==> config.mk <==
export PLATFORM = sky130hd
export DESIGN_NAME = fft_frame_sequencer
export DESIGN_NICKNAME = d
export VERILOG_FILES = /design/src/rtl/fft_frame_sequencer.sv
export SDC_FILE = /design/constraint.sdc
export NUM_CORES = 1
export LEC_CHECK = 0
export BUFFER_PORTS_ARGS = -buffer_cell sky130_fd_sc_hd__buf_2
export CAP_MARGIN = 0
export CORE_MARGIN = 2
export CORE_UTILIZATION = 45
export CTS_BUF_LIST = sky130_fd_sc_hd__clkbuf_4 sky130_fd_sc_hd__clkbuf_8
export DETAILED_ROUTE_END_ITERATION = 6
export GPL_TIMING_DRIVEN = 1
export PLACE_DENSITY = 0.72
export REMOVE_ABC_BUFFERS = 1
export SLEW_MARGIN = 20
export SYNTH_ARGS = -nofsm -noshare
export SYNTH_HDL_FRONTEND = slang
export SYNTH_SLANG_ARGS = --single-unit
==> constraint.sdc <==
create_clock -name clk_in -period 2.46 [get_ports clk_in]
set_clock_uncertainty 0.1 [all_clocks]
set_input_delay 0.246 -clock clk_in [delete_from_list [all_inputs] [get_ports clk_in]]
set_output_delay 0.246 -clock clk_in [all_outputs]
set_load 0.05 [all_outputs]
==> src/rtl/fft_frame_sequencer.sv <==
// Frame sequencer between the decimated audio stream and the FFT chain.
// Collects one frame, drains the FFT, then publishes the peak bin.
module fft_frame_sequencer #(
  parameter int FRAME_LEN = 1024,
  parameter int IDX_W     = 10,
  parameter int TIMEOUT   = 65535
) (
  input  logic             clk_in,
  input  logic             rst_in,
  input  logic             enable_in,
  input  logic [7:0]       sample_in,
  input  logic             sample_valid_in,
  input  logic             fft_ready_in,
  output logic [7:0]       win_sample_out,
  output logic [IDX_W-1:0] win_index_out,
  output logic             win_valid_out,
  output logic             win_first_out,
  input  logic             fft_out_valid_in,
  input  logic             fft_out_last_in,
  output logic             fft_out_ready_out,
  input  logic [11:0]      peak_in,
  input  logic             peak_valid_in,
  output logic [11:0]      note_bin_out,
  output logic             note_valid_out,
  output logic             busy_out,
  output logic [15:0]      dropped_count_out,
  output logic             timeout_err_out
);

  localparam int WD_W = $clog2(TIMEOUT + 1);

  localparam logic [1:0] S_IDLE  = 2'd0;
  localparam logic [1:0] S_FILL  = 2'd1;
  localparam logic [1:0] S_DRAIN = 2'd2;
  localparam logic [1:0] S_PEAK  = 2'd3;

  localparam logic [IDX_W-1:0] IDX_LAST = IDX_W'(FRAME_LEN - 1);
  localparam logic [WD_W-1:0]  WD_LAST  = WD_W'(TIMEOUT - 1);

  logic [1:0]       state;
  logic [1:0]       state_n;
  logic [IDX_W-1:0] idx;
  logic [WD_W-1:0]  wd;
  logic             accept;
  logic             drop;
  logic             abort;
  logic             publish;

  // Next state and per-cycle events; a watchdog abort overrides everything.
  always_comb begin
    state_n = state;
    accept  = 1'b0;
    drop    = 1'b0;
    abort   = 1'b0;
    publish = 1'b0;
    unique case (state)
      S_IDLE: begin
        if (sample_valid_in && enable_in) begin
          if (fft_ready_in) begin
            accept  = 1'b1;
            state_n = S_FILL;
          end else begin
            drop = 1'b1;
          end
        end
      end
      S_FILL: begin
        if (sample_valid_in) begin
          if (fft_ready_in) begin
            accept = 1'b1;
            if (idx == IDX_LAST) state_n = S_DRAIN;
          end else begin
            drop = 1'b1;
          end
        end
      end
      S_DRAIN: begin
        drop = sample_valid_in;
        if (fft_out_valid_in && fft_out_last_in) state_n = S_PEAK;
        else if (wd == WD_LAST) abort = 1'b1;
      end
      S_PEAK: begin
        drop = sample_valid_in;
        if (peak_valid_in) begin
          publish = 1'b1;
          state_n = S_IDLE;
        end else if (wd == WD_LAST) begin
          abort = 1'b1;
        end
      end
      default: state_n = S_IDLE;
    endcase
    if (abort) state_n = S_IDLE;
  end

  // State, frame index and watchdog counter.
  always_ff @(posedge clk_in or negedge rst_in) begin
    if (!rst_in) begin
      state <= S_IDLE;
      idx   <= '0;
      wd    <= '0;
    end else begin
      state <= state_n;
      if (accept) begin
        if (state == S_IDLE) idx <= IDX_W'(1);
        else                 idx <= idx + 1'b1;
      end
      if (state_n != state) wd <= '0;
      else if (state == S_DRAIN || state == S_PEAK) wd <= wd + 1'b1;
    end
  end

  // Registered window-stage outputs.
  always_ff @(posedge clk_in or negedge rst_in) begin
    if (!rst_in) begin
      win_sample_out <= '0;
      win_index_out  <= '0;
      win_valid_out  <= 1'b0;
      win_first_out  <= 1'b0;
    end else begin
      win_valid_out <= accept;
      win_first_out <= accept && (state == S_IDLE);
      if (accept) begin
        win_sample_out <= sample_in;
        win_index_out  <= (state == S_IDLE) ? '0 : idx;
      end
    end
  end

  // Published note, drop counter and sticky watchdog flag.
  always_ff @(posedge clk_in or negedge rst_in) begin
    if (!rst_in) begin
      note_bin_out      <= '0;
      note_valid_out    <= 1'b0;
      dropped_count_out <= '0;
      timeout_err_out   <= 1'b0;
    end else begin
      note_valid_out <= publish;
      if (publish) note_bin_out <= peak_in;
      if (drop && dropped_count_out != 16'hFFFF)
        dropped_count_out <= dropped_count_out + 16'd1;
      if (abort) timeout_err_out <= 1'b1;
    end
  end

  assign busy_out          = (state != S_IDLE);
  assign fft_out_ready_out = (state == S_DRAIN);

endmodule

[Word level (Yosys, flattened, before mapping)]
Index checks and enable logic that the tools add are counted.
Word-level totals
  output and inout bits: 52
  input bits: 28
  bits in registers: 78
  word-level logic and storage cells: 57
Operators by class
  muxes and demuxes: 27
  equal/unequal tests: 7
  reduce and logical (&&, ||, !) cells: 9
  add/sub/neg operators: 3
Operators with widths (number)
  16-bit by 1-bit adder with 16-bit output, second input constant: 2
  16-bit 2-to-1 mux: 2
  10-bit 2-to-1 mux: 2
  16-bit == test, second input constant: 1
  2-bit 2-to-1 mux: 8
  16-bit != test, second input constant: 1
  1-bit 2-to-1 mux: 11
  10-bit by 1-bit adder with 10-bit output, second input constant: 1
  10-bit == test, second input constant: 1
  2-bit one-hot mux with 4 select lines: 1
  2-bit == test, second input constant: 2
  1-bit logical AND: 4
  1-bit one-hot mux with 2 select lines: 2
  2-bit nonzero test: 2
  1-bit one-hot mux with 3 select lines: 1
  2-bit by 1-bit == test with 1-bit output, second input constant: 1
  2-bit zero test: 1
  2-bit != test: 1
  2-bit OR reduction: 1
  1-bit logical OR: 1

[Depth between registers and ports, before layout]
Gate-level depths: netlist of the first run.
  word-level depth: 8
  mapped depth: 7
  depth with buffers taken out: 5

[Worst setup path after synthesis of the first run]
Ideal clock, no wire load.
  path kind: register to register
  start: register dropped_count_out[0]
  end: register dropped_count_out[1]
  setup time: 0.125 ns
  data arrival time: 1.983 ns
  path buffers: 0
  path slack: 0.252 ns
  required time: 2.235 ns
  period minus slack after synthesis: 2.208 ns
  cell stages (with the launch flop): 6
  path through: dfrtp_1 > ha_1 > inv_1 > nor4_4 > a21o_4 > mux2_4
On the way
  cells in the longest elaborated chain, start to end: 2
  elaborated cells between the ends (all ways): 3
  those cells by class: add/sub: 1; eq/ne: 1; reduce/logical: 1
RTL lines
  start, declared: line 26  | output logic [15:0] dropped_count_out,
  start signal, assigned: line 141  | dropped_count_out <= dropped_count_out + 16'd1;
  parallel branches: the longest is 2 deep, another holds 16-bit by 1-bit adder with 16-bit output
Several ways; the timed one is not identified.
A chain may end at the register's enable or synchronous reset.

[Final worst setup path of the first run]
Ends and elaborated chain as after synthesis.

==> results of run 1 <==
==> power groups by stage <==
| stage | sequential, mW | clock (mW) | combinational [mW] |
|---|---|---|---|
| 3_5_place_dp | 1.95 | 0 | 2.35 |
| 4_1_cts | 1.93 | 0.911 | 2.37 |
| 2_1_floorplan | 2.91 | 0 | 0.782 |
| 6_report | 1.92 | 0.882 | 2.36 |
| 3_3_place_gp | 1.93 | 0 | 2.33 |
| 5_1_grt | 1.98 | 0.962 | 2.53 |
==> stage by stage <==
stage	hold slack, ns	instance area [um^2]	power, mW	util
finish	0.0170	4480	5.16	0.551
global route	0.0141	4480	5.47	0.551
CTS	0.00914	4480	5.21	0.551
detailed placement	0.223	4220	4.30	0.518
global placement	0.217	4220	4.26	0.518
floorplan	-0.150	3640	3.70	-
==> kinds of logic (layout without fill, tap and decap cells) <==
group,count (synthesis),count (layout),synth area share
AOI/OAI and AO/OA,62,62,0.133
and+or+nand+nor,129,129,0.196
xor gates and xnor gates,23,23,0.0541
muxes,15,15,0.0460
DFF,78,78,0.524
adders and majority gates,4,4,0.0134
buffers and inverters,24,119,0.0332
==> synthesized netlist by cell type (5+ instances only) <==
| library cell | instances | area (um^2) |
|---|---|---|
| inv_1 | 10 | 37.5 |
| nor4_1 | 5 | 31.3 |
| xor2_1 | 17 | 149 |
| dfrtp_1 | 78 | 1950 |
| or3_1 | 5 | 31.3 |
| and4_1 | 5 | 43.8 |
| xnor2_1 | 6 | 52.6 |
| o21ai_0 | 10 | 50.1 |
| buf_4 | 5 | 37.5 |
| a21oi_1 | 12 | 60.1 |
| mux2_2 | 12 | 135 |
| and3_1 | 6 | 37.5 |
| a22oi_1 | 6 | 45.0 |
| a22o_1 | 11 | 96.3 |
| nand4_1 | 8 | 50.1 |
| nand3_1 | 11 | 55.1 |
| nor3_1 | 8 | 40.0 |
| buf_2 | 6 | 30.0 |
| nand2_1 | 44 | 165 |
| nor2_1 | 13 | 48.8 |
==> area by class of cell <==
type	count	area, um^2
Fill cell	723	3650
Clock inverter	7	55.1
Multi-Input combinational cell	233	1650
Sequential cell	78	1950
Inverter	11	41.3
Tap cell	105	131
Clock buffer	9	124
Timing Repair Buffer	92	531
==> worst max-delay path by stage <==
| stage | from | to | slack, ns | depth (start not counted) |
|---|---|---|---|---|
| after global routing | state[0] | idx[0] | 0.24 | 5 |
| after floorplan | dropped_count_out[0] | dropped_count_out[1] | 0.25 | 5 |
| after detailed placement | state[0] | idx[0] | 0.43 | 5 |
| after global placement | dropped_count_out[0] | dropped_count_out[1] | 0.47 | 5 |
| after CTS | dropped_count_out[0] | dropped_count_out[1] | 0.39 | 5 |
| final | dropped_count_out[0] | dropped_count_out[1] | 0.42 | 5 |
==> state kept, by name, summed over array words and instances, names as in the netlist <==
signal and cells:
dropped_count_out 16, wd 16, note_bin_out 12, idx 10, win_index_out 10, win_sample_out 8
state 2, note_valid_out 1, timeout_err_out 1, win_first_out 1, win_valid_out 1
==> per-layer routing <==
metal / wire length (um) / global-route usage / vias up
met3: 423 / 0.0447 / 16
met1: 3530 / 0.238 / 1366
met5: 0 / 0 / -
li1: - / - / 1396
met4: 206 / 0.0845 / 0
met2: 3460 / 0.284 / 72
==> worst max-delay path: cells and delay by family, from the launching register on <==
kind | cells | cell delay, ns
buf+inv | 1 | 0.10
simple gates | 1 | 0.53
fa+ha+maj | 1 | 0.28
flops | 1 | 0.43
compound gates | 1 | 0.21
mux | 1 | 0.29
==> impl_metrics.tcl, run 1 <==
set metrics [dict create \
    nNetsFinal 457 \
    clk_latency_ns 0.36 \
    grt_pass1_wl_mm 12.8 \
    die_y_um 95.0 \
    overflow 0 \
    dr.pass1.iters 4 \
    cts_setup_buffers 0 \
    maxCapViolCount 0 \
    antenna_cells 0 \
    power.leakage_nw 2.22 \
    fin_crit_sh 0.831 \
    p_comb_frac 0.457 \
    synth_cell_type_count 61 \
    seq_area_frac_synth 0.524 \
    layout_common_cells "dfrtp_1 (78), buf_2 (78), nand2_1 (44)" \
    synthCells 335 \
    min_to "note_bin_out[4]" \
    min_path_cells 2 \
    numCtsBuffers 9 \
    max_freq_ghz 0.489 \
    synth-seq-cells 78 \
    coreArea_mm2 0.00813 \
    grt_start_max_net_pins 51 \
    cts_sinks 78 \
    hold_violations 0 \
    synth-main-ff-cell "dfrtp_1" \
    viasPerCell 5.33 \
    hold_path.startpoint "peak_in[4]" \
    syn_area_mm2 0.00373 \
    wl_mm 7.62 \
    gp_congestion 0.814 \
    worst_ep_required_time_ns 2.60 \
    cts.htree.levels 3 \
    worst_pin_slew_ns 0.654 \
    final.setup.worst_slack_ns 0.416 \
    finalSetupViolCount 0 \
    r2r_start "dropped_count_out[0]" \
    path_class "reg2reg" \
    place_ws_ns 0.434 \
    yosys_warnings 0 \
    crit_chain "ha_1 > inv_1 > nor4_4 > a21o_4 > mux2_4" \
    routed-via-count 2850 \
    grt_setup_unrepaired "no" \
    r2r_setup_slack_ns 0.42 \
    cts-resized-gates 0 \
    p_int_mw 2.68 \
    drt_first_iter_violations 98 \
    power_switching_mw 2.49 \
    initial_core_util 0.458 \
    fin_crit_ns 2.04 \
    p_sw_frac 0.482 \
    fp-row-count 33 \
    r2r_cells 5 \
    end_kind "flop" \
    drive_gt1_frac 0.302 \
    fp.dieW_um 95.0 \
    cp.arrival_ns 2.19 \
    clk_pin_slew_ns 0.08 \
    outcome "completed" \
    ir_worst_vdd_mv 0.945 \
    max_slew_margin 0.563 \
    finalNonFillerCells 535 \
    hold_path_class "in2reg" \
    synthArstFlopShare 1.00 \
    postSynthAreaPerCell_um2 11.1 \
    grt_use_total 0.182 \
    hpwl_mm 5.33 \
    r2r_end "dropped_count_out[1]" \
    ctsLongestPathBuffers 2 \
    portBuffers 79 \
    wl_per_cell_um 14.2 \
    antenna_found_initial 0 \
    cp_max_fo 9 \
    fin_setup_tns_ns 0 \
    cts_tree "done" \
    io_pins 80 \
    crit_slowest_cell "nor4_4" \
    p_seq_frac 0.372 \
    cts_root_buffer "clkbuf_8" \
    die_area_mm2 0.00902 \
    slew_violations 0 \
    antenna_left 0 \
    power.density_mw_per_mm2 1150 \
    cp-start-kind "flop" \
    synthToLayoutAreaGrowth_pct 20.3 \
    dp.cells 510 \
    drc 0 \
    hold_buffers 9 \
    clkPwrFrac 0.171 \
    grt_pass1_vias 2802 \
    synth_enable_flop_cells 0 \
    slowest_delay_ns 0.53 \
]
Note: power is estimated with default switching activity, not from simulation.
==> inputs of run 2 (changes only) <==
PLACE_DENSITY = 0.75   (was 0.72)
clock period = 1.8 ns   (was 2.46 ns; I/O delays follow)
==> run 2 against run 1 <==
Sequential share of layout area decreased by 3.9 points; via count rose by 8.5%; global-route usage is 1.9 points higher; largest power group unchanged; critical endpoint unchanged; power up 48%; combinational power increased by 54%; core utilization grew 5.4 points; highest routed layer unchanged; sequential cell count unchanged; worst hold slack improved by 0.13 ns; routed wire length up 11%; sequential power up 35%.
==> impl_metrics.tcl, run 2 (synthesis results as in run 1) <==
set metrics [dict create \
    finalSetupViolCount 0 \
    drive_gt1_frac 0.357 \
    routed-via-count 3091 \
    r2r_cells 5 \
    largestRegisters "dropped_count_out: 16 flops, wd: 16 flops, note_bin_out: 12 flops" \
    antenna_left 0 \
    fillers 676 \
    total_power_mw 7.64 \
    fin_crit_sh 0.968 \
    antenna_cells 0 \
    startpoint "dropped_count_out[1]" \
    r2r_setup_slack_ns 0.06 \
    max_slew_margin 0.673 \
    grt_start_max_net_pins 35 \
    r2r_start "dropped_count_out[1]" \
    fin_crit_ns 1.74 \
    p_comb_frac 0.476 \
    power.leakage_nw 2.44 \
    initial_core_util 0.458 \
    grt_pass1_wl_mm 14.2 \
    ctsLongestPathBuffers 2 \
    grt_use_total 0.201 \
    hold_path_class "in2reg" \
    antenna_found_initial 0 \
    coreArea_mm2 0.00813 \
    cts_sinks 78 \
    crit_slowest_cell "nor4_4" \
    grt_pass1_vias 3041 \
    p_seq_frac 0.339 \
    cp.arrival_ns 1.89 \
    fp.dieW_um 95.0 \
    drt_first_iter_violations 105 \
    cts.htree.levels 3 \
    placed_area_mm2 0.00445 \
    drc 0 \
    hold_violations 0 \
    outcome "completed" \
    gp_congestion 0.845 \
    end_kind "flop" \
    p_sw_frac 0.466 \
    worst_ep_required_time_ns 1.94 \
    min_to "state[0]" \
    layout_common_cells "buf_2 (78), dfrtp_1 (76), nand2_1 (44)" \
    crit_chain "ha_4 > inv_2 > nor4_4 > a21o_4 > mux2_4" \
    synthToLayoutAreaGrowth_pct 32.2 \
    ir_worst_vdd_mv 1.34 \
    fp-row-count 33 \
    cp_max_fo 6 \
    slowest_delay_ns 0.43 \
    cp-start-kind "flop" \
    wl_per_cell_um 14.6 \
    cts_root_buffer "clkbuf_8" \
    overflow 0 \
    clk_pin_slew_ns 0.09 \
    min_path_cells 4 \
    slew_violations 0 \
    clkPwrFrac 0.185 \
    final_common_cell "buf_2" \
    maxCapViolCount 0 \
    r2r_end "dropped_count_out[1]" \
    clk_latency_ns 0.35 \
    finalInstanceArea_mm2 0.00493 \
    fin_hold_ws_ns 0.143 \
    max_freq_ghz 0.574 \
    worst_pin_slew_ns 0.490 \
    die_area_mm2 0.00902 \
    path_class "reg2reg" \
    portBuffers 79 \
    nNetsFinal 500 \
    wl_mm 8.43 \
    power_switching_mw 3.56 \
    hpwl_mm 5.90 \
    power.density_mw_per_mm2 1550 \
    hold_path.startpoint "peak_valid_in" \
    cts_tree "done" \
    viasPerCell 5.35 \
    io_pins 80 \
    dr.pass1.iters 4 \
    numCtsBuffers 9 \
    die_y_um 95.0 \
    p_int_mw 4.08 \
    grt_setup_unrepaired "yes" \
]
==> run 2: what timing repair did <==
item / in CTS / in global routing
setup endpoints to repair: 8 / 22
resized for setup: 2 / 9
buffers inserted: 0 / 1
pin swaps: 3 / 4
endpoints found under the hold margin: 51 / 0
hold buffers: 21 / 0
==> run 2: power by group through the flow <==
stage / clock network, mW / logic [mW] / registers, mW
after floorplan: 0 / 1.07 / 3.98
after global placement: 0 / 3.45 / 2.57
after detailed placement: 0 / 3.52 / 2.60
after CTS: 1.44 / 3.59 / 2.57
after global routing: 1.52 / 3.87 / 2.66
final: 1.41 / 3.64 / 2.59
==> run 2: worst max path at each step <==
| stage | endpoint | slack, ns | depth (start not counted) |
|---|---|---|---|
| after CTS | dropped_count_out[1] | -0.009 | 4 |
| after detailed placement | dropped_count_out[1] | -0.03 | 5 |
| final | dropped_count_out[1] | 0.06 | 5 |
| after global routing | dropped_count_out[1] | -0.02 | 5 |
| after global placement | dropped_count_out[1] | 0.04 | 5 |
| after floorplan | dropped_count_out[1] | -0.41 | 5 |
==> run 2: metal layers <==
layer,vias to the layer above,share of wire,GRT usage
met5,-,0,0
met2,70,0.52,0.341
met1,1528,0.44,0.260
li1,1486,-,-
met4,0,0.011,0.0676
met3,7,0.033,0.0343
==> run 2: final cells by class <==
cell class | instances | area, um^2 | share of cell area
repair buffers | 135 | 896 | 0.182
well taps | 105 | 131 | 0.0267
flip-flops and latches | 78 | 1950 | 0.397
clock inverters | 6 | 75.1 | 0.0152
inverters | 11 | 41.3 | 0.00838
multi-input cells | 233 | 1690 | 0.343
clock buffers | 10 | 138 | 0.0279
==> run 2: per-stage QoR <==
step	worst slack, ns	setup TNS, ns	instances	util
after floorplan	-0.408	-6.27	322	-
final	0.0582	0	578	0.606
after global routing	-0.0160	-0.0160	578	0.606
after CTS	-0.00908	-0.00908	577	0.601
after global placement	0.0417	0	540	0.547
after detailed placement	-0.0337	-0.0504	540	0.547
==> run 2: critical path: cells and delay by family, from the launching register on <==
kind	cells	cell delay [ns]
adder cells (fa/ha/maj)	1	0.16
AND/OR/NAND/NOR	1	0.43
AO/OA/AOI/OAI	1	0.20
multiplexers	1	0.29
flip-flops	1	0.42
buffers and inverters	1	0.04
==> inputs of run 3 (changes only) <==
CTS_BUF_LIST = sky130_fd_sc_hd__clkbuf_16   (was sky130_fd_sc_hd__clkbuf_4 sky130_fd_sc_hd__clkbuf_8)
==> run 3 against run 2 <==
Power is 5.1% higher; sequential cell count stayed put; clock power is 30% higher; maximum frequency is 0.53% higher.
==> impl_metrics.tcl, run 3 (synthesis results as in run 1) <==
set metrics [dict create \
    viasPerCell 5.34 \
    portBuffers 79 \
    max_slew_margin 0.683 \
    grt_pass1_vias 3028 \
    wl_mm 8.39 \
    finalSetupViolCount 0 \
    maxCapViolCount 0 \
    r2r_start "dropped_count_out[1]" \
    path_class "reg2reg" \
    coreArea_mm2 0.00813 \
    die_y_um 95.0 \
    gp_congestion 0.845 \
    cp-start-kind "flop" \
    io_pins 80 \
    wl_per_cell_um 14.5 \
    layout_common_cells "buf_2 (78), dfrtp_1 (76), nand2_1 (44)" \
    hold_path_class "in2reg" \
    antenna_cells 0 \
    hpwl_mm 5.90 \
    worst_pin_slew_ns 0.475 \
    routed-via-count 3084 \
    power_switching_mw 3.57 \
    p_comb_frac 0.449 \
    clkPwrFrac 0.229 \
    cts.htree.levels 3 \
    overflow 0 \
    p_sw_frac 0.444 \
    cp_max_fo 6 \
    ctsLongestPathBuffers 2 \
    power.leakage_nw 2.48 \
    slew_violations 0 \
    dr.pass1.iters 4 \
    crit_slowest_cell "nor4_4" \
    fp.dieW_um 95.0 \
    cts_sinks 78 \
    fin_setup_tns_ns 0 \
    p_int_mw 4.46 \
    drt_first_iter_violations 107 \
    grt_start_max_net_pins 35 \
    startpoint "dropped_count_out[1]" \
    numCtsBuffers 9 \
    largestRegisters "dropped_count_out: 16 flops, wd: 16 flops, note_bin_out: 12 flops" \
    worst_ep_required_time_ns 1.92 \
    grt_setup_unrepaired "yes" \
    slowest_delay_ns 0.42 \
    power.density_mw_per_mm2 1610 \
    multi_input_area_mm2 0.00167 \
    antenna_left 0 \
    crit_chain "ha_4 > inv_1 > nor4_4 > a21o_4 > mux2_4" \
    clk_latency_ns 0.33 \
    outcome "completed" \
    drc 0 \
    ff_latch_area_mm2 0.00195 \
    clk_pin_slew_ns 0.06 \
    end_kind "flop" \
    fin_crit_sh 0.963 \
    nNetsFinal 500 \
    max_freq_ghz 0.577 \
    antenna_found_initial 0 \
    hold_violations 0 \
    grt_use_total 0.202 \
    cts_root_buffer "clkbuf_16" \
    die_area_mm2 0.00902 \
    synthToLayoutAreaGrowth_pct 34.2 \
    initial_core_util 0.458 \
    fin_hold_ws_ns 0.157 \
    grt_pass1_wl_mm 14.3 \
    fin_crit_ns 1.73 \
    fp-row-count 33 \
    fillers 665 \
    drive_gt1_frac 0.349 \
    hold_path.startpoint "peak_valid_in" \
    cts_tree "done" \
    final_common_cell "buf_2" \
    cp.arrival_ns 1.85 \
    p_seq_frac 0.322 \
    ir_worst_vdd_mv 1.51 \
]
==> run 3: worst max-delay path, delay by kind of cell, from the launching register on <==
kind | cells | cell delay [ns]
multiplexers | 1 | 0.29
adder cells (fa/ha/maj) | 1 | 0.15
AO/OA/AOI/OAI | 1 | 0.20
AND/OR/NAND/NOR | 1 | 0.42
buffers and inverters | 1 | 0.05
flip-flops | 1 | 0.41
==> run 3: per-stage QoR <==
step	area [um^2]	cells	utilization	setup slack, ns	power (mW)
4_1_cts	4980	577	0.612	-0.00480	8.05
5_1_grt	5000	578	0.615	-0.0195	8.46
3_5_place_dp	4450	540	0.547	-0.0337	6.12
6_report	5000	578	0.615	0.0674	8.03
3_3_place_gp	4450	540	0.547	0.0417	6.02
2_1_floorplan	3640	322	-	-0.408	5.05
==> run 3: what timing repair did <==
action | in CTS | in global routing
endpoints found under the hold margin | 51 | 0
resized for setup | 3 | 4
buffers inserted | 0 | 1
endpoints found under the setup margin | 8 | 12
hold buffers | 21 | 0
gates cloned | 0 | 0
pin swaps | 3 | 4
==> run 3: power by group through the flow <==
stage / combinational, mW / sequential (mW) / clock, mW
floorplan: 1.07 / 3.98 / 0
global placement: 3.45 / 2.57 / 0
detailed placement: 3.52 / 2.60 / 0
CTS: 3.59 / 2.58 / 1.88
global route: 3.85 / 2.65 / 1.96
finish: 3.61 / 2.59 / 1.84
==> run 3: final cells by class <==
type | count | share of cell area
inverter | 11 | 0.00826
clock buffer | 9 | 0.0450
tap | 105 | 0.0263
timing repair buffer | 135 | 0.179
clock inverter | 7 | 0.0158
multi-input combinational | 233 | 0.335
sequential | 78 | 0.391
==> run 3: per-layer routing <==
| metal | part of all wire | up-vias | routed length [um] | GRT usage |
|---|---|---|---|---|
| met5 | 0 | - | 0 | 0 |
| li1 | - | 1494 | - | - |
| met1 | 0.43 | 1516 | 3610 | 0.263 |
| met2 | 0.53 | 65 | 4430 | 0.347 |
| met3 | 0.031 | 9 | 263 | 0.0271 |
| met4 | 0.011 | 0 | 89 | 0.0725 |
==> run 3: final timing paths <==
kind / slack, ns / depth (start not counted) / to
worst max-delay path: 0.07 / 5 / dropped_count_out[1]
worst min-delay path: 0.16 / 4 / state[0]
worst max register to register: 0.07 / 5 / dropped_count_out[1]
worst min register to register: 0.37 / 1 / timeout_err_out
max in group asynchronous: 0.81 / 3 / dropped_count_out[11]
min in group asynchronous: 0.25 / 2 / note_bin_out[9]
